$ cat src/rtl/clock_speed_selector_pkg.sv
// Shared widths, conditioner state encoding and the factor clamp helper
// for the clock speed selector.
package clock_speed_selector_pkg;

    localparam int FACTOR_W           = 16;
    localparam int TIMER_W            = 32;
    localparam int MAX_FACTOR_DEFAULT = 26;

    typedef enum logic [1:0] {
        ST_IDLE   = 2'd0,
        ST_HOLD   = 2'd1,
        ST_REPEAT = 2'd2
    } cond_state_t;

    function automatic logic [FACTOR_W-1:0] clamp_factor(
        input logic [FACTOR_W-1:0] value,
        input logic [FACTOR_W-1:0] lo,
        input logic [FACTOR_W-1:0] hi
    );
        logic [FACTOR_W-1:0] r;
        r = (value > hi) ? hi : value;
        if (r < lo) begin
            r = lo;
        end
        return r;
    endfunction

endpackage

$ cat src/rtl/clock_speed_selector_if.sv
// Preset-load and factor-status bus between a controller and the selector.
interface clock_speed_selector_if;
    import clock_speed_selector_pkg::*;

    logic                load_en;
    logic [FACTOR_W-1:0] load_value;
    logic [FACTOR_W-1:0] divider_factor;
    logic                factor_changed;
    logic                at_min;
    logic                at_max;

    modport master (
        output load_en,
        output load_value,
        input  divider_factor,
        input  factor_changed,
        input  at_min,
        input  at_max
    );

    modport slave (
        input  load_en,
        input  load_value,
        output divider_factor,
        output factor_changed,
        output at_min,
        output at_max
    );

endinterface

$ cat src/rtl/clock_speed_selector_button_conditioner.sv
// One push button: 2-FF synchronizer, counter debounce and a
// press / hold / autorepeat FSM emitting single-cycle step pulses.
module clock_speed_selector_button_conditioner
    import clock_speed_selector_pkg::*;
#(
    parameter int DEBOUNCE_CYCLES = 250000,
    parameter int REPEAT_DELAY    = 25000000,
    parameter int REPEAT_RATE     = 5000000
) (
    input  logic in_clk,
    input  logic in_rst_n,
    input  logic btn,
    output logic step_pulse
);

    localparam int                 DB_W       = (DEBOUNCE_CYCLES > 1) ? $clog2(DEBOUNCE_CYCLES) : 1;
    localparam logic [DB_W-1:0]    DB_LAST    = DB_W'(DEBOUNCE_CYCLES - 1);
    localparam logic [TIMER_W-1:0] DELAY_LOAD = TIMER_W'(REPEAT_DELAY - 1);
    localparam logic [TIMER_W-1:0] RATE_LOAD  = TIMER_W'(REPEAT_RATE - 1);

    logic [1:0]         sync_reg;
    logic               synced;
    logic               db_level_reg;
    logic [DB_W-1:0]    db_cnt_reg;
    cond_state_t        state_reg, state_next;
    logic [TIMER_W-1:0] timer_reg, timer_next;
    logic               step_reg, step_next;

    assign synced     = sync_reg[1];
    assign step_pulse = step_reg;

    always_ff @(posedge in_clk or negedge in_rst_n) begin
        if (!in_rst_n) begin
            sync_reg <= '0;
        end else begin
            sync_reg <= {sync_reg[0], btn};
        end
    end

    // A level is accepted only after DEBOUNCE_CYCLES consecutive mismatching samples.
    always_ff @(posedge in_clk or negedge in_rst_n) begin
        if (!in_rst_n) begin
            db_level_reg <= 1'b0;
            db_cnt_reg   <= '0;
        end else if (synced == db_level_reg) begin
            db_cnt_reg <= '0;
        end else if (db_cnt_reg == DB_LAST) begin
            db_level_reg <= synced;
            db_cnt_reg   <= '0;
        end else begin
            db_cnt_reg <= db_cnt_reg + 1'b1;
        end
    end

    always_ff @(posedge in_clk or negedge in_rst_n) begin
        if (!in_rst_n) begin
            state_reg <= ST_IDLE;
            timer_reg <= '0;
            step_reg  <= 1'b0;
        end else begin
            state_reg <= state_next;
            timer_reg <= timer_next;
            step_reg  <= step_next;
        end
    end

    always_comb begin
        state_next = state_reg;
        timer_next = timer_reg;
        step_next  = 1'b0;
        case (state_reg)
            ST_IDLE: begin
                if (db_level_reg) begin
                    step_next  = 1'b1;
                    timer_next = DELAY_LOAD;
                    state_next = ST_HOLD;
                end
            end
            ST_HOLD, ST_REPEAT: begin
                if (!db_level_reg) begin
                    state_next = ST_IDLE;
                end else if (timer_reg == '0) begin
                    step_next  = 1'b1;
                    timer_next = RATE_LOAD;
                    state_next = ST_REPEAT;
                end else begin
                    timer_next = timer_reg - 1'b1;
                end
            end
            default: begin
                state_next = ST_IDLE;
            end
        endcase
    end

endmodule

$ cat src/rtl/clock_speed_selector.sv
// Saturating divider-factor register driven by two conditioned buttons
// and a preset load; load wins, opposing steps in one cycle cancel.
module clock_speed_selector
    import clock_speed_selector_pkg::*;
#(
    parameter int DEBOUNCE_CYCLES = 250000,
    parameter int REPEAT_DELAY    = 25000000,
    parameter int REPEAT_RATE     = 5000000,
    parameter int INIT_FACTOR     = 1,
    parameter int MIN_FACTOR      = 0,
    parameter int MAX_FACTOR      = MAX_FACTOR_DEFAULT
) (
    input  logic                  in_clk,
    input  logic                  in_rst_n,
    input  logic                  btn_up,
    input  logic                  btn_down,
    clock_speed_selector_if.slave ctrl
);

    localparam logic [FACTOR_W-1:0] INIT_F = FACTOR_W'(INIT_FACTOR);
    localparam logic [FACTOR_W-1:0] MIN_F  = FACTOR_W'(MIN_FACTOR);
    localparam logic [FACTOR_W-1:0] MAX_F  = FACTOR_W'(MAX_FACTOR);

    logic [1:0]          btn_raw;
    logic [1:0]          step;
    logic [FACTOR_W-1:0] factor_reg, factor_next;
    logic                changed_reg;

    // Index 0 raises the factor (slower clock), index 1 lowers it.
    assign btn_raw = {btn_down, btn_up};

    generate
        for (genvar gi = 0; gi < 2; gi++) begin : g_btn
            clock_speed_selector_button_conditioner #(
                .DEBOUNCE_CYCLES (DEBOUNCE_CYCLES),
                .REPEAT_DELAY    (REPEAT_DELAY),
                .REPEAT_RATE     (REPEAT_RATE)
            ) u_cond (
                .in_clk     (in_clk),
                .in_rst_n   (in_rst_n),
                .btn        (btn_raw[gi]),
                .step_pulse (step[gi])
            );
        end
    endgenerate

    always_comb begin
        factor_next = factor_reg;
        if (ctrl.load_en) begin
            factor_next = clamp_factor(ctrl.load_value, MIN_F, MAX_F);
        end else if (step[0] && !step[1]) begin
            factor_next = (factor_reg >= MAX_F) ? MAX_F : factor_reg + 1'b1;
        end else if (step[1] && !step[0]) begin
            factor_next = (factor_reg <= MIN_F) ? MIN_F : factor_reg - 1'b1;
        end
    end

    always_ff @(posedge in_clk or negedge in_rst_n) begin
        if (!in_rst_n) begin
            factor_reg  <= INIT_F;
            changed_reg <= 1'b0;
        end else begin
            factor_reg  <= factor_next;
            changed_reg <= (factor_next != factor_reg);
        end
    end

    assign ctrl.divider_factor = factor_reg;
    assign ctrl.factor_changed = changed_reg;
    assign ctrl.at_min         = (factor_reg == MIN_F);
    assign ctrl.at_max         = (factor_reg == MAX_F);

endmodule

$ cat src/flat_wrapper.sv
// flat-port wrapper written by rule: the top's interface ports become plain ports
module clock_speed_selector_flat import clock_speed_selector_pkg::*;
#(
    parameter int DEBOUNCE_CYCLES = 250000,
    parameter int REPEAT_DELAY    = 25000000,
    parameter int REPEAT_RATE     = 5000000,
    parameter int INIT_FACTOR     = 1,
    parameter int MIN_FACTOR      = 0,
    parameter int MAX_FACTOR      = MAX_FACTOR_DEFAULT
)
  (in_clk, in_rst_n, btn_up, btn_down, ctrl_load_en, ctrl_load_value, ctrl_divider_factor, ctrl_factor_changed, ctrl_at_min, ctrl_at_max);
  clock_speed_selector_if ctrl_i ();
  input  logic in_clk;
  input  logic in_rst_n;
  input  logic btn_up;
  input  logic btn_down;
  input wire logic [$bits(ctrl_i.load_en)-1:0] ctrl_load_en;
  input wire logic [$bits(ctrl_i.load_value)-1:0] ctrl_load_value;
  output wire logic [$bits(ctrl_i.divider_factor)-1:0] ctrl_divider_factor;
  output wire logic [$bits(ctrl_i.factor_changed)-1:0] ctrl_factor_changed;
  output wire logic [$bits(ctrl_i.at_min)-1:0] ctrl_at_min;
  output wire logic [$bits(ctrl_i.at_max)-1:0] ctrl_at_max;
  assign ctrl_i.load_en = ctrl_load_en;
  assign ctrl_i.load_value = ctrl_load_value;
  assign ctrl_divider_factor = ctrl_i.divider_factor;
  assign ctrl_factor_changed = ctrl_i.factor_changed;
  assign ctrl_at_min = ctrl_i.at_min;
  assign ctrl_at_max = ctrl_i.at_max;
  clock_speed_selector #(.DEBOUNCE_CYCLES(DEBOUNCE_CYCLES), .REPEAT_DELAY(REPEAT_DELAY), .REPEAT_RATE(REPEAT_RATE), .INIT_FACTOR(INIT_FACTOR), .MIN_FACTOR(MIN_FACTOR), .MAX_FACTOR(MAX_FACTOR)) u_core (.in_clk(in_clk), .in_rst_n(in_rst_n), .btn_up(btn_up), .btn_down(btn_down), .ctrl(ctrl_i));
endmodule
$ cat config.mk
export PLATFORM = sky130hd
export DESIGN_NAME = clock_speed_selector_flat
export DESIGN_NICKNAME = d
export VERILOG_FILES = /design/src/rtl/clock_speed_selector_pkg.sv /design/src/rtl/clock_speed_selector_if.sv /design/src/rtl/clock_speed_selector_button_conditioner.sv /design/src/rtl/clock_speed_selector.sv /design/src/flat_wrapper.sv
export SDC_FILE = /design/constraint.sdc
export NUM_CORES = 1
export LEC_CHECK = 0
export BUFFER_PORTS_ARGS = -buffer_cell sky130_fd_sc_hd__buf_2
export CORE_MARGIN = 2
export CORE_UTILIZATION = 39
export DETAILED_ROUTE_END_ITERATION = 10
export HOLD_SLACK_MARGIN = 0.03
export PLACE_DENSITY = 0.63
export SLEW_MARGIN = 20
export SYNTH_ARGS = -nofsm -noshare
export SYNTH_HDL_FRONTEND = slang
export SYNTH_HIERARCHICAL = 1
export SYNTH_SLANG_ARGS = --single-unit
export TNS_END_PERCENT = 10
$ cat constraint.sdc
create_clock -name in_clk -period 2.2 [get_ports in_clk]
set_input_delay 0.11 -clock in_clk [delete_from_list [all_inputs] [get_ports in_clk]]
set_output_delay 0.11 -clock in_clk [all_outputs]
set_load 0.05 [all_outputs]
**After elaboration in Yosys (flattened, before gate mapping)**

Index checks and enable logic that the tools add are counted.
W data, S select, Z words.

- Register bits after elaboration: 129
- Input port bits: 21
- Output and inout port bits: 19
- Word-level logic and storage cells: 96

- Muxes and demuxes: 35
- Equal/unequal tests: 16
- $add $sub $neg: 6
- Order comparisons: 4
- Reductions and logical operators: 19
- Bitwise logic cells: 2

Operators with widths:

| cell | number |
|---|---|
| $mux W32 | 6 |
| $pmux W32 S2 | 2 |
| $mux W16 | 7 |
| $mux W18 | 4 |
| $logic_not A32 Y1 | 2 |
| $sub A32 B1 Y32 const B | 2 |
| $add A18 B1 Y18 const B | 2 |
| $eq A18 B18 Y1 const B | 2 |
| $add A16 B1 Y16 const B | 1 |
| $eq A16 B5 Y1 const B | 1 |
| $ge A16 B5 Y1 const B | 1 |
| $gt A16 B5 Y1 const B | 1 |
| $le A16 B1 Y1 const B | 1 |
| $logic_not A16 Y1 | 1 |
| $lt A16 B1 Y1 const B | 1 |
| $ne A16 B16 Y1 | 1 |
| $sub A16 B1 Y16 const B | 1 |
| $mux W2 | 6 |
| $ne A2 B2 Y1 const B | 4 |
| $pmux W2 S2 | 2 |
| $reduce_and A2 Y1 | 4 |
| $mux W1 | 6 |
| $ne A3 B3 Y1 const B | 2 |
| $reduce_and A3 Y1 | 2 |
| other kinds (10) | 20 |

**Longest topological paths before layout**

Gate-level depths: netlist of the first run.

- Depth in word-level cells: 6
- Gate-level depth with buffers: 9
- Mapped depth without buffers: 8

**Hierarchy**

The synthesis of the first run kept the hierarchy.

Modules (own cells, without submodules):

| module | area each (µm²) | instances | cells each |
|---|---|---|---|
| clock_speed_selector_button_conditioner | 3036.7 | 2 | 317 |
| clock_speed_selector | 1495.2 | 1 | 178 |

**Worst setup path after synthesis of the first run**

OpenSTA, ideal clock, no wires.

- Path type: register -> register
- Start: register u_core.factor_reg[1], in the netlist u_core/ctrl.divider_factor[1]
- End: register u_core.changed_reg, in the netlist u_core/ctrl.factor_changed
- Path slack: -578 ps
- Buffers on the path: 0
- Required time: 2062 ps
- Clock period less this slack: 2778 ps
- Cell stages (with the launch flop): 9
- Data arrival time: 2641 ps
- Cells stage by stage: dfrtp_1 inv_1 ha_1 or3b_4 nor4_4 o21a_2 nor3_1 nor4_1 nand4_1

- Longest elaborated chain between the ends: 6
- Elaborated cells on any way between the ends: 10
- Those cells by class: add/sub: 2; order compare: 2; eq/ne: 1; mux: 5

Ends and longest elaborated chain:

| element | line | RTL |
|---|---|---|
| start, declared | clock_speed_selector.sv:26 | `logic [FACTOR_W-1:0] factor_reg, factor_next;` |
| start signal, assigned | clock_speed_selector.sv:63 | `factor_reg <= factor_next;` |
| $sub A16 B1 Y16 / $le A16 B1 Y1 (equally long branches) | clock_speed_selector.sv:54 | `factor_next = (factor_reg <= MIN_F) ? MIN_F : factor_reg - 1'b1;` |
| $mux W16 | clock_speed_selector.sv:54 |  |
| $mux W16 | clock_speed_selector.sv:53 | `end else if (step[1] && !step[0]) begin` |
| $mux W16 | clock_speed_selector.sv:51 | `end else if (step[0] && !step[1]) begin` |
| $mux W16 | clock_speed_selector.sv:49 | `if (ctrl.load_en) begin` |
| $ne A16 B16 Y1 (*) | clock_speed_selector.sv:64 | `changed_reg <= (factor_next != factor_reg);` |
| end signal, assigned | clock_speed_selector.sv:64 |  |
| end, declared | clock_speed_selector.sv:27 | `logic changed_reg;` |

Every way passes the cells marked *; elsewhere a longest branch is shown, timed or not.
A chain may end at the register's enable or synchronous reset.

**Final worst setup path of the first run**

- Start: register u_core.factor_reg[0], in the netlist u_core/ctrl.divider_factor[0]
- End: register u_core.changed_reg, in the netlist u_core/ctrl.factor_changed

Same word-level chain as after synthesis.

==> metrics.txt, run 1 <==
Final Hold Fails 0; vias in the first global route 6,569; Area growth syn-to-layout 27.11%; row count 50; clk_lat worst skew 420 ps; crit path cell chain inv_2 > buf_6 > ha_4 > or3b_4 > or3_4 > o22a_1 > nor3_1 > nor4_2 > nand4_1; Unique masters post-synth 76; Initial Utilization between 40% and 50%; HP Class in2reg; share of layout cells above drive strength 1 26.94%; element type at the critical path start register; Die Y-Extent between 100 and 150 um; Final setup viols 3; critical path class reg2reg; die area ~0.021 sq mm; Final min period between 2000 and 2500 ps; Worst Reg-to-Reg Cells 9; Final period util 104.2%; synth warn 6; Max Cap Viol 0; Final Util between 50 and 60%; WP data arrival between 2000 and 3000 ps; Die X-Extent approximately 140 um; syn_nets 846; clock tree buffer depth 2; hold path cells 4; WL met1 between 9000 and 10,000 um; Leak 0.004379 uW; post-DR wirelength/cell roughly 16 um; Sink Count roughly 130; EDFF count, synth 0; IO Count 40; slowest CP cell or3_4; post-synthesis instance area approximately 0.0076 sq mm; CP endpoint kind register; total routed wirelength between 15,000 and 20,000 um; highest metal used met4; fin nets approximately 1,000; core area approximately 0.019 sq mm; Max Fclk ~440 MHz; Mapped Avg Cell Area 9.321 sq um; #FFs+latches synth 129; first-pass GRT wire length 31,560 um; Rel. slew slack between 60 and 70%; hold_ws approximately 67 ps; worst stage delay on the critical path 420 ps; Slew Limit Fails 0; Largest register FFs 64; register area share after synthesis a little over two fifths; pin count of the biggest net entering global routing slightly above 60; CTS root buf clkbuf_16; CTS buffer count 17; worst slew pin tran ~570 ps; DR iter-0 viols around 560; worst vdd ir just under 0.5 mV; worst setup margin -91.50 ps; H-tree depth 4; antenna violations before repair 0; drt first pass iters 6; skew final slightly above 7 ps; Detail Route Antenna Nets 0; violated checks setup timing; crit path max fanout 4; RSZ-0062 raised after global routing true; Post-Synthesis Cells 812; status finished, violations left; WL met3 between 800 and 900 um; CTS tree yes; pwr dens roughly 560 mW/mm^2; Most used DFF post-synth dfrtp_1; # DRC 0; DR vias/cell 5.610; asr flop ratio synth between 90% and 100%; met2 wire len between 8000 and 9000 um; GRT overflow 0; number of inserted diodes 0; I/O Buffers 39; GPL Wtd Cong around 0.9; gr usage total a little under a fifth; detailed placement HPWL 12,670 um; Worst EP required 2550 ps; clock-pin slew on the worst setup and hold paths ~60 ps; vias approximately 6.8k
Yosys cell counts, types with 4 or more instances:
cell / instances / share of area, %
dfrtp_1: 128 / 42
nor2_1: 87 / 4.3
nor3_1: 44 / 2.9
nand2_1: 43 / 2.1
a21oi_1: 36 / 2.4
nand3_1: 33 / 2.2
a31oi_1: 32 / 2.6
o21ai_0: 29 / 1.9
o21ai_1: 27 / 1.8
inv_1: 26 / 1.3
xor2_1: 25 / 2.9
xnor2_1: 23 / 2.7
nor4_1: 21 / 1.7
clkbuf_1: 19 / 0.94
and3_1: 17 / 1.4
nand4_1: 16 / 1.3
ha_1: 13 / 2.1
a21o_1: 11 / 1.1
buf_2: 11 / 0.73
o41ai_1: 11 / 1.3
or3_1: 11 / 0.91
or4_1: 9 / 0.89
nand2b_1: 8 / 0.66
nor4b_1: 8 / 0.93
o31ai_1: 8 / 0.79
or2_2: 7 / 0.58
a311oi_1: 6 / 0.69
or2b_1: 6 / 0.60
nor4_2: 5 / 0.83
a211o_1: 4 / 0.46
a211oi_1: 4 / 0.40
and2_1: 4 / 0.33
nor3_2: 4 / 0.53
o211ai_1: 4 / 0.40
worst max-delay path, delay by kind of cell, from the launching register on:
| kind | cells | cell delay [ps] |
|---|---|---|
| AOI/OAI and AO/OA | 1 | 230 |
| and+or+nand+nor | 5 | 1330 |
| buffers and inverters | 2 | 170 |
| adders and majority gates | 1 | 130 |
| DFF | 1 | 370 |
routing by layer:
layer | track usage (%) | up-vias
met5 | 0 | -
met4 | 4.902 | 0
met3 | 4.265 | 34
met2 | 29.46 | 178
met1 | 26.38 | 3274
li1 | - | 3324
area by class of cell:
class,count,area (sq um)
clock buffer,21,470.5
sequential,129,3239
fill,1770,9273
multi-input combinational,623,4284
inverter,26,97.59
tap,260,325.3
clock inverter,11,106.4
timing repair buffer,144,1097
power breakdown:
group | internal, uW | total, uW | switching [uW]
logic | 91.1 | 253 | 162
registers | 2390 | 2410 | 13.9
clock network | 1650 | 2730 | 1080
total | 4130 | 5390 | 1260
path summary, 6_finish.rpt:
check                                                        start                                    to  slack, ps
min in group asynchronous                                 in_rst_n  u_core/g_btn[0].u_cond/timer_reg[25]        250
worst min-delay path                            ctrl_load_value[0]         u_core/ctrl.divider_factor[0]         70
worst min register to register  u_core/g_btn[1].u_cond/sync_reg[0]    u_core/g_btn[1].u_cond/sync_reg[1]        340
max in group asynchronous                                 in_rst_n         u_core/ctrl.divider_factor[8]       1240
worst max register to register       u_core/ctrl.divider_factor[0]            u_core/ctrl.factor_changed        -90
worst max-delay path                 u_core/ctrl.divider_factor[0]            u_core/ctrl.factor_changed        -90
layout by cell type (no fill, tap or decap), drive strengths merged, types with 8 or more instances in the layout:
cell and n:
a21oi 38, o31ai 8, o41ai 13, nand2b 8
nand4 16, a31oi 32, a21o 11, nor4b 9
xor2 25, or3 12, inv 27, nand3 34
ha 13, buf 138, or4 12, dfrtp 128
nor4 29, clkbuf 23, and3 17, nand2 43
nor2 87, xnor2 23, nor3 48, o21ai 58
through the flow:
step	total power, uW	setup WS (ps)	instances	cell area (sq um)	TNS (ps)
detailed placement	2693	-119.5	1173	8715	-170.4
global route	5615	-171.9	1214	9620	-1234
CTS	5463	-62.36	1210	9392	-101.8
global placement	2691	-76.61	1173	8715	-80.06
finish	5393	-91.50	1214	9620	-147.5
floorplan	2568	-502.4	812	7591	-1954
cells by family (layout without fill, tap and decap cells):
logic type,Yosys count,in the layout,share of synthesized area (%)
fa+ha+maj,13,13,2.149
buf+inv,60,202,3.455
flops,129,129,42.67
compound gates,212,212,19.54
simple gates,347,347,26.20
xor+xnor,48,48,5.555
mux,3,3,0.4298
what timing repair did:
item | CTS | global route
gates resized for setup | 10 | 36
hold buffers | 4 | 0
pin swaps | 5 | 13
gates cloned | 0 | 2
hold endpoints to repair | 60 | 0
endpoints found under the setup margin | 8 | 51
setup buffers | 1 | 2
(Power assumes the default switching activity.)
==> inputs of run 2 (changes only) <==
- SKIP_CTS_REPAIR_TIMING: default -> 1
==> metrics.txt, run 2 (same netlist as run 1, synthesis figures left out) <==
status finished, violations left; violated checks setup timing; Area growth syn-to-layout 26.60%; highest metal used met4; Initial Utilization between 40% and 50%; Die Y-Extent about 140 um; clock-pin slew on the worst setup and hold paths roughly 60 ps; vias in the first global route between 6k and 7k; row count 50; Worst Reg-to-Reg Cells 9; Die X-Extent 143.3 um; number of inserted diodes 0; Hold Crit Start ctrl_load_value[0]; DR vias/cell between 5 and 6; WP data arrival about 2600 ps; Final setup viols 2; setup tns final -97.27 ps; element type at the critical path start register; post-DR wirelength/cell around 15 um; power consumption 5386 uW; met2 wire len between 8000 and 9000 um; Worst Hold Path EP u_core/ctrl.divider_factor[0]; clk_lat worst skew approximately 420 ps; Worst R2R Start u_core/ctrl.divider_factor[0]; flop2flop setup slack -80 ps; CTS tree yes; CP startpoint u_core/ctrl.divider_factor[0]; # DRC 0; WL met3 870 um; CTS buffer count 17; Final Util 50.72%; crit path max fanout 4; Design Area, Final ~0.0096 sq mm; total routed wirelength roughly 19,000 um; # placed instances 1,173; commonest non-fill, non-tap cells in the layout dfrtp_1, buf_4, nor2_1; core area approximately 0.019 sq mm; pwr dens 562.2 mW/mm^2; IO Count 40; Placed Area about 0.0087 sq mm; Final period util 103.4%; critical path class reg2reg; worst stage delay on the critical path roughly 420 ps; first-pass GRT wire length between 30,000 and 40,000 um; CTS root buf clkbuf_16; worst setup margin -75.82 ps; RSZ-0062 raised after global routing true; Worst EP required ~2600 ps; slowest CP cell or3_4; clock tree buffer depth 2; FF-to-FF End u_core/ctrl.factor_changed; DR iter-0 viols about 510; CP endpoint kind register; skew final 7.661 ps; Final Hold Fails 0; Final min period between 2000 and 2500 ps; Sink Count approximately 130; GRT overflow 0; detailed placement HPWL ~13,000 um; fin nets about 980; die area 0.02054 sq mm; Max Fclk between 400 and 500 MHz; share of layout cells above drive strength 1 a little over a quarter; worst slew pin tran ~560 ps; Fill cells ~1.8k; HP Class in2reg; Max Cap Viol 0; Rel. slew slack 62.40%; hold path cells 4; antenna violations before repair 0; vias around 6.8k; gr usage total 18.75%; Leak 0.004382 uW; Slew Limit Fails 0; Largest register FFs 64; worst vdd ir ~0.49 mV; most common cell after layout, fill and taps aside dfrtp_1; Detail Route Antenna Nets 0; H-tree depth 4; pin count of the biggest net entering global routing 62; WL met1 about 9000 um; GPL Wtd Cong 0.9019; I/O Buffers 39; Layout Cells excl Fill about 1.2k; crit path cell chain inv_2 > buf_6 > ha_4 > or3b_4 > or3_4 > o22a_1 > nor3_1 > nor4_2 > nand4_1; drt first pass iters 5
-- run 2: worst max-delay path: cells and delay by family, from the launching register on --
kind	cells	cell delay, ps
and+or+nand+nor	5	1310
AOI/OAI and AO/OA	1	230
DFF	1	370
buffers and inverters	2	170
adders and majority gates	1	120
-- run 2: area by class of cell --
cell class	instances	area, sq um	share of cell area [%]
Clock buffer	21	470.5	4.910
Clock inverter	11	106.4	1.110
Sequential cell	129	3239	33.81
Inverter	26	97.59	1.019
Timing Repair Buffer	146	1071	11.18
Multi-Input combinational cell	623	4272	44.58
Tap cell	260	325.3	3.395
-- run 2: worst max path at each step --
stage	slack, ps	cells past startpoint	end
2_1_floorplan	-500	8	u_core/ctrl.factor_changed
3_3_place_gp	-80	8	u_core/ctrl.factor_changed
3_5_place_dp	-120	8	u_core/ctrl.factor_changed
4_1_cts	-180	7	ctrl_at_min
5_1_grt	-140	9	u_core/ctrl.factor_changed
6_report	-80	9	u_core/ctrl.factor_changed
-- run 2: power breakdown --
group	leakage, uW	switching (uW)	total [uW]	internal, uW
Clock	0.000276	1080	2730	1650
Sequential	0.00175	14.0	2410	2390
Combinational	0.00235	162	253	91.8
Total	0.00438	1250	5390	4130
-- run 2: through the flow --
stage	worst slack, ps	hold slack [ps]
4_1_cts	-178.4	-318.3
3_5_place_dp	-119.5	132.8
6_report	-75.82	69.70
3_3_place_gp	-76.61	135.5
5_1_grt	-142.9	81.44
2_1_floorplan	-502.4	-185.6
-- run 2: metal layers --
metal | global-route usage [%] | up-vias
li1 | - | 3318
met1 | 26.32 | 3262
met2 | 29.36 | 176
met3 | 4.299 | 22
met4 | 4.902 | 0
met5 | 0 | -
==> inputs of run 3 (changes only) <==
- CTS_BUF_LIST: default -> sky130_fd_sc_hd__clkbuf_16
==> metrics.txt, run 3 (same netlist as run 1, synthesis figures left out) <==
clk_lat worst skew 420 ps; first-pass GRT wire length approximately 31,000 um; Worst R2R Start u_core/ctrl.divider_factor[0]; Worst Path Buf+Inv 2; GPL Wtd Cong 0.9019; CTS tree yes; Area growth syn-to-layout 26.12%; pin count of the biggest net entering global routing between 60 and 70; gr usage total 18.80%; element type at the critical path start register; commonest non-fill, non-tap cells in the layout dfrtp_1, buf_4, nor2_1; I/O Buffers 39; worst slew pin tran approximately 570 ps; detailed placement HPWL between 10,000 and 15,000 um; Die X-Extent between 100 and 150 um; Max Cap Viol 0; number of inserted diodes 0; vias ~6.8k; # placed instances about 1.2k; core area 0.01889 sq mm; HP Class in2reg; IO Count 40; WP data arrival approximately 2600 ps; Final Hold Fails 0; crit path max fanout 4; Detail Route Antenna Nets 0; Layout Cells excl Fill between 1k and 1.5k; pwr dens roughly 550 mW/mm^2; Die Y-Extent about 140 um; worst setup margin -85.46 ps; Critical Path Stages 9; Slew Limit Fails 0; CP endpoint kind register; status finished, violations left; Placed Area between 0.008 and 0.009 sq mm; P_int just over 4000 uW; Sink Count ~130; Initial Utilization between 40% and 50%; CTS root buf clkbuf_16; GRT overflow 0; crit path cell chain inv_2 > buf_6 > ha_4 > or3b_4 > nor4_4 > o21a_2 > o311a_1 > nor4_2 > nand4_1; CTS buffer count 17; hold path cells 4; Clk pwr share about half; M2 GR Usage between 20% and 30%; post-DR wirelength/cell around 15 um; Final min period 2285 ps; setup tns final -104.4 ps; clock-pin slew on the worst setup and hold paths around 60 ps; DR iter-0 viols 490; Final period util 103.9%; Gate power share 4.8%; RSZ-0062 raised after global routing true; Max Fclk between 400 and 500 MHz; clock tree buffer depth 2; most common cell after layout, fill and taps aside dfrtp_1; drt first pass iters 5; skew final a little under 10 ps; Largest register FFs 64; share of layout cells above drive strength 1 roughly a quarter; antenna violations before repair 0; switch share between 20% and 30%; CP startpoint u_core/ctrl.divider_factor[0]; H-tree depth 4; Leak 0.004365 uW; Fill cells roughly 1.8k; Switch Pwr around 1300 uW; DR vias/cell about 5.6; # DRC 0; row count 50; met3 usage ~4.3%; CP top delay family simple AND/OR/NAND/NOR gates; Sequential Power Share a little under half; Final setup viols 2; violated checks setup timing; Design Area, Final approximately 0.0095 sq mm; fin nets a little under 1k; Rel. slew slack 61.95%; vias in the first global route roughly 6.5k; slowest CP cell dfstp_2; worst stage delay on the critical path about 530 ps; die area a little over 0.02 sq mm; GR Util met1 26.49%; GRT Max-Usage Layer met2; Final Util between 50% and 60%; critical path class reg2reg; Worst EP required 2470 ps; worst vdd ir ~0.48 mV; Hold Crit Start ctrl_load_value[0]; total routed wirelength about 19,000 um; Worst Reg-to-Reg Cells 9
==> run 3: stage by stage <==
step                total power [uW]  hold slack [ps]  setup slack [ps]
global placement                2691            135.5            -76.61
floorplan                       2568           -185.6            -502.4
global route                    5503            79.98            -142.8
finish                          5289            66.25            -85.46
CTS                             5345           -317.2            -178.6
detailed placement              2693            132.8            -119.5
==> run 3: cell type report <==
class	instances	area, sq um	area share (%)
Tap cell	260	325.3	3.408
Clock buffer	17	425.4	4.457
Multi-Input combinational cell	623	4265	44.68
Inverter	26	97.59	1.022
Clock inverter	15	121.4	1.271
Timing Repair Buffer	146	1071	11.22
Sequential cell	129	3239	33.94
==> run 3: power groups by stage <==
| stage | clock network [uW] | registers [uW] | logic [uW] |
|---|---|---|---|
| CTS | 2690 | 2410 | 245 |
| global route | 2810 | 2410 | 285 |
| finish | 2630 | 2410 | 254 |
| global placement | 0 | 2450 | 242 |
| floorplan | 0 | 2470 | 98.1 |
| detailed placement | 0 | 2450 | 244 |
==> run 3: per-layer routing <==
layer,wire [um],vias up,share of wire [%]
met3,832,25,4.4
li1,-,3317,-
met1,9230,3281,49
met5,0,-,0
met2,8502,156,45
met4,223,0,1.2
==> run 3: path summary, 6_finish.rpt <==
path                                                             end  slack, ps
min in group asynchronous       u_core/g_btn[0].u_cond/timer_reg[25]        250
worst max register to register            u_core/ctrl.factor_changed        -90
max in group asynchronous              u_core/ctrl.divider_factor[8]       1240
worst min register to register    u_core/g_btn[1].u_cond/sync_reg[1]        350
worst min-delay path                   u_core/ctrl.divider_factor[0]         70
worst max-delay path                      u_core/ctrl.factor_changed        -90
==> run 3: tightest hold or removal path, cell delays in order <==
cell and delay (ps):
buf_2 110, nand2_1 50, o21ai_0 90, o21a_1 110
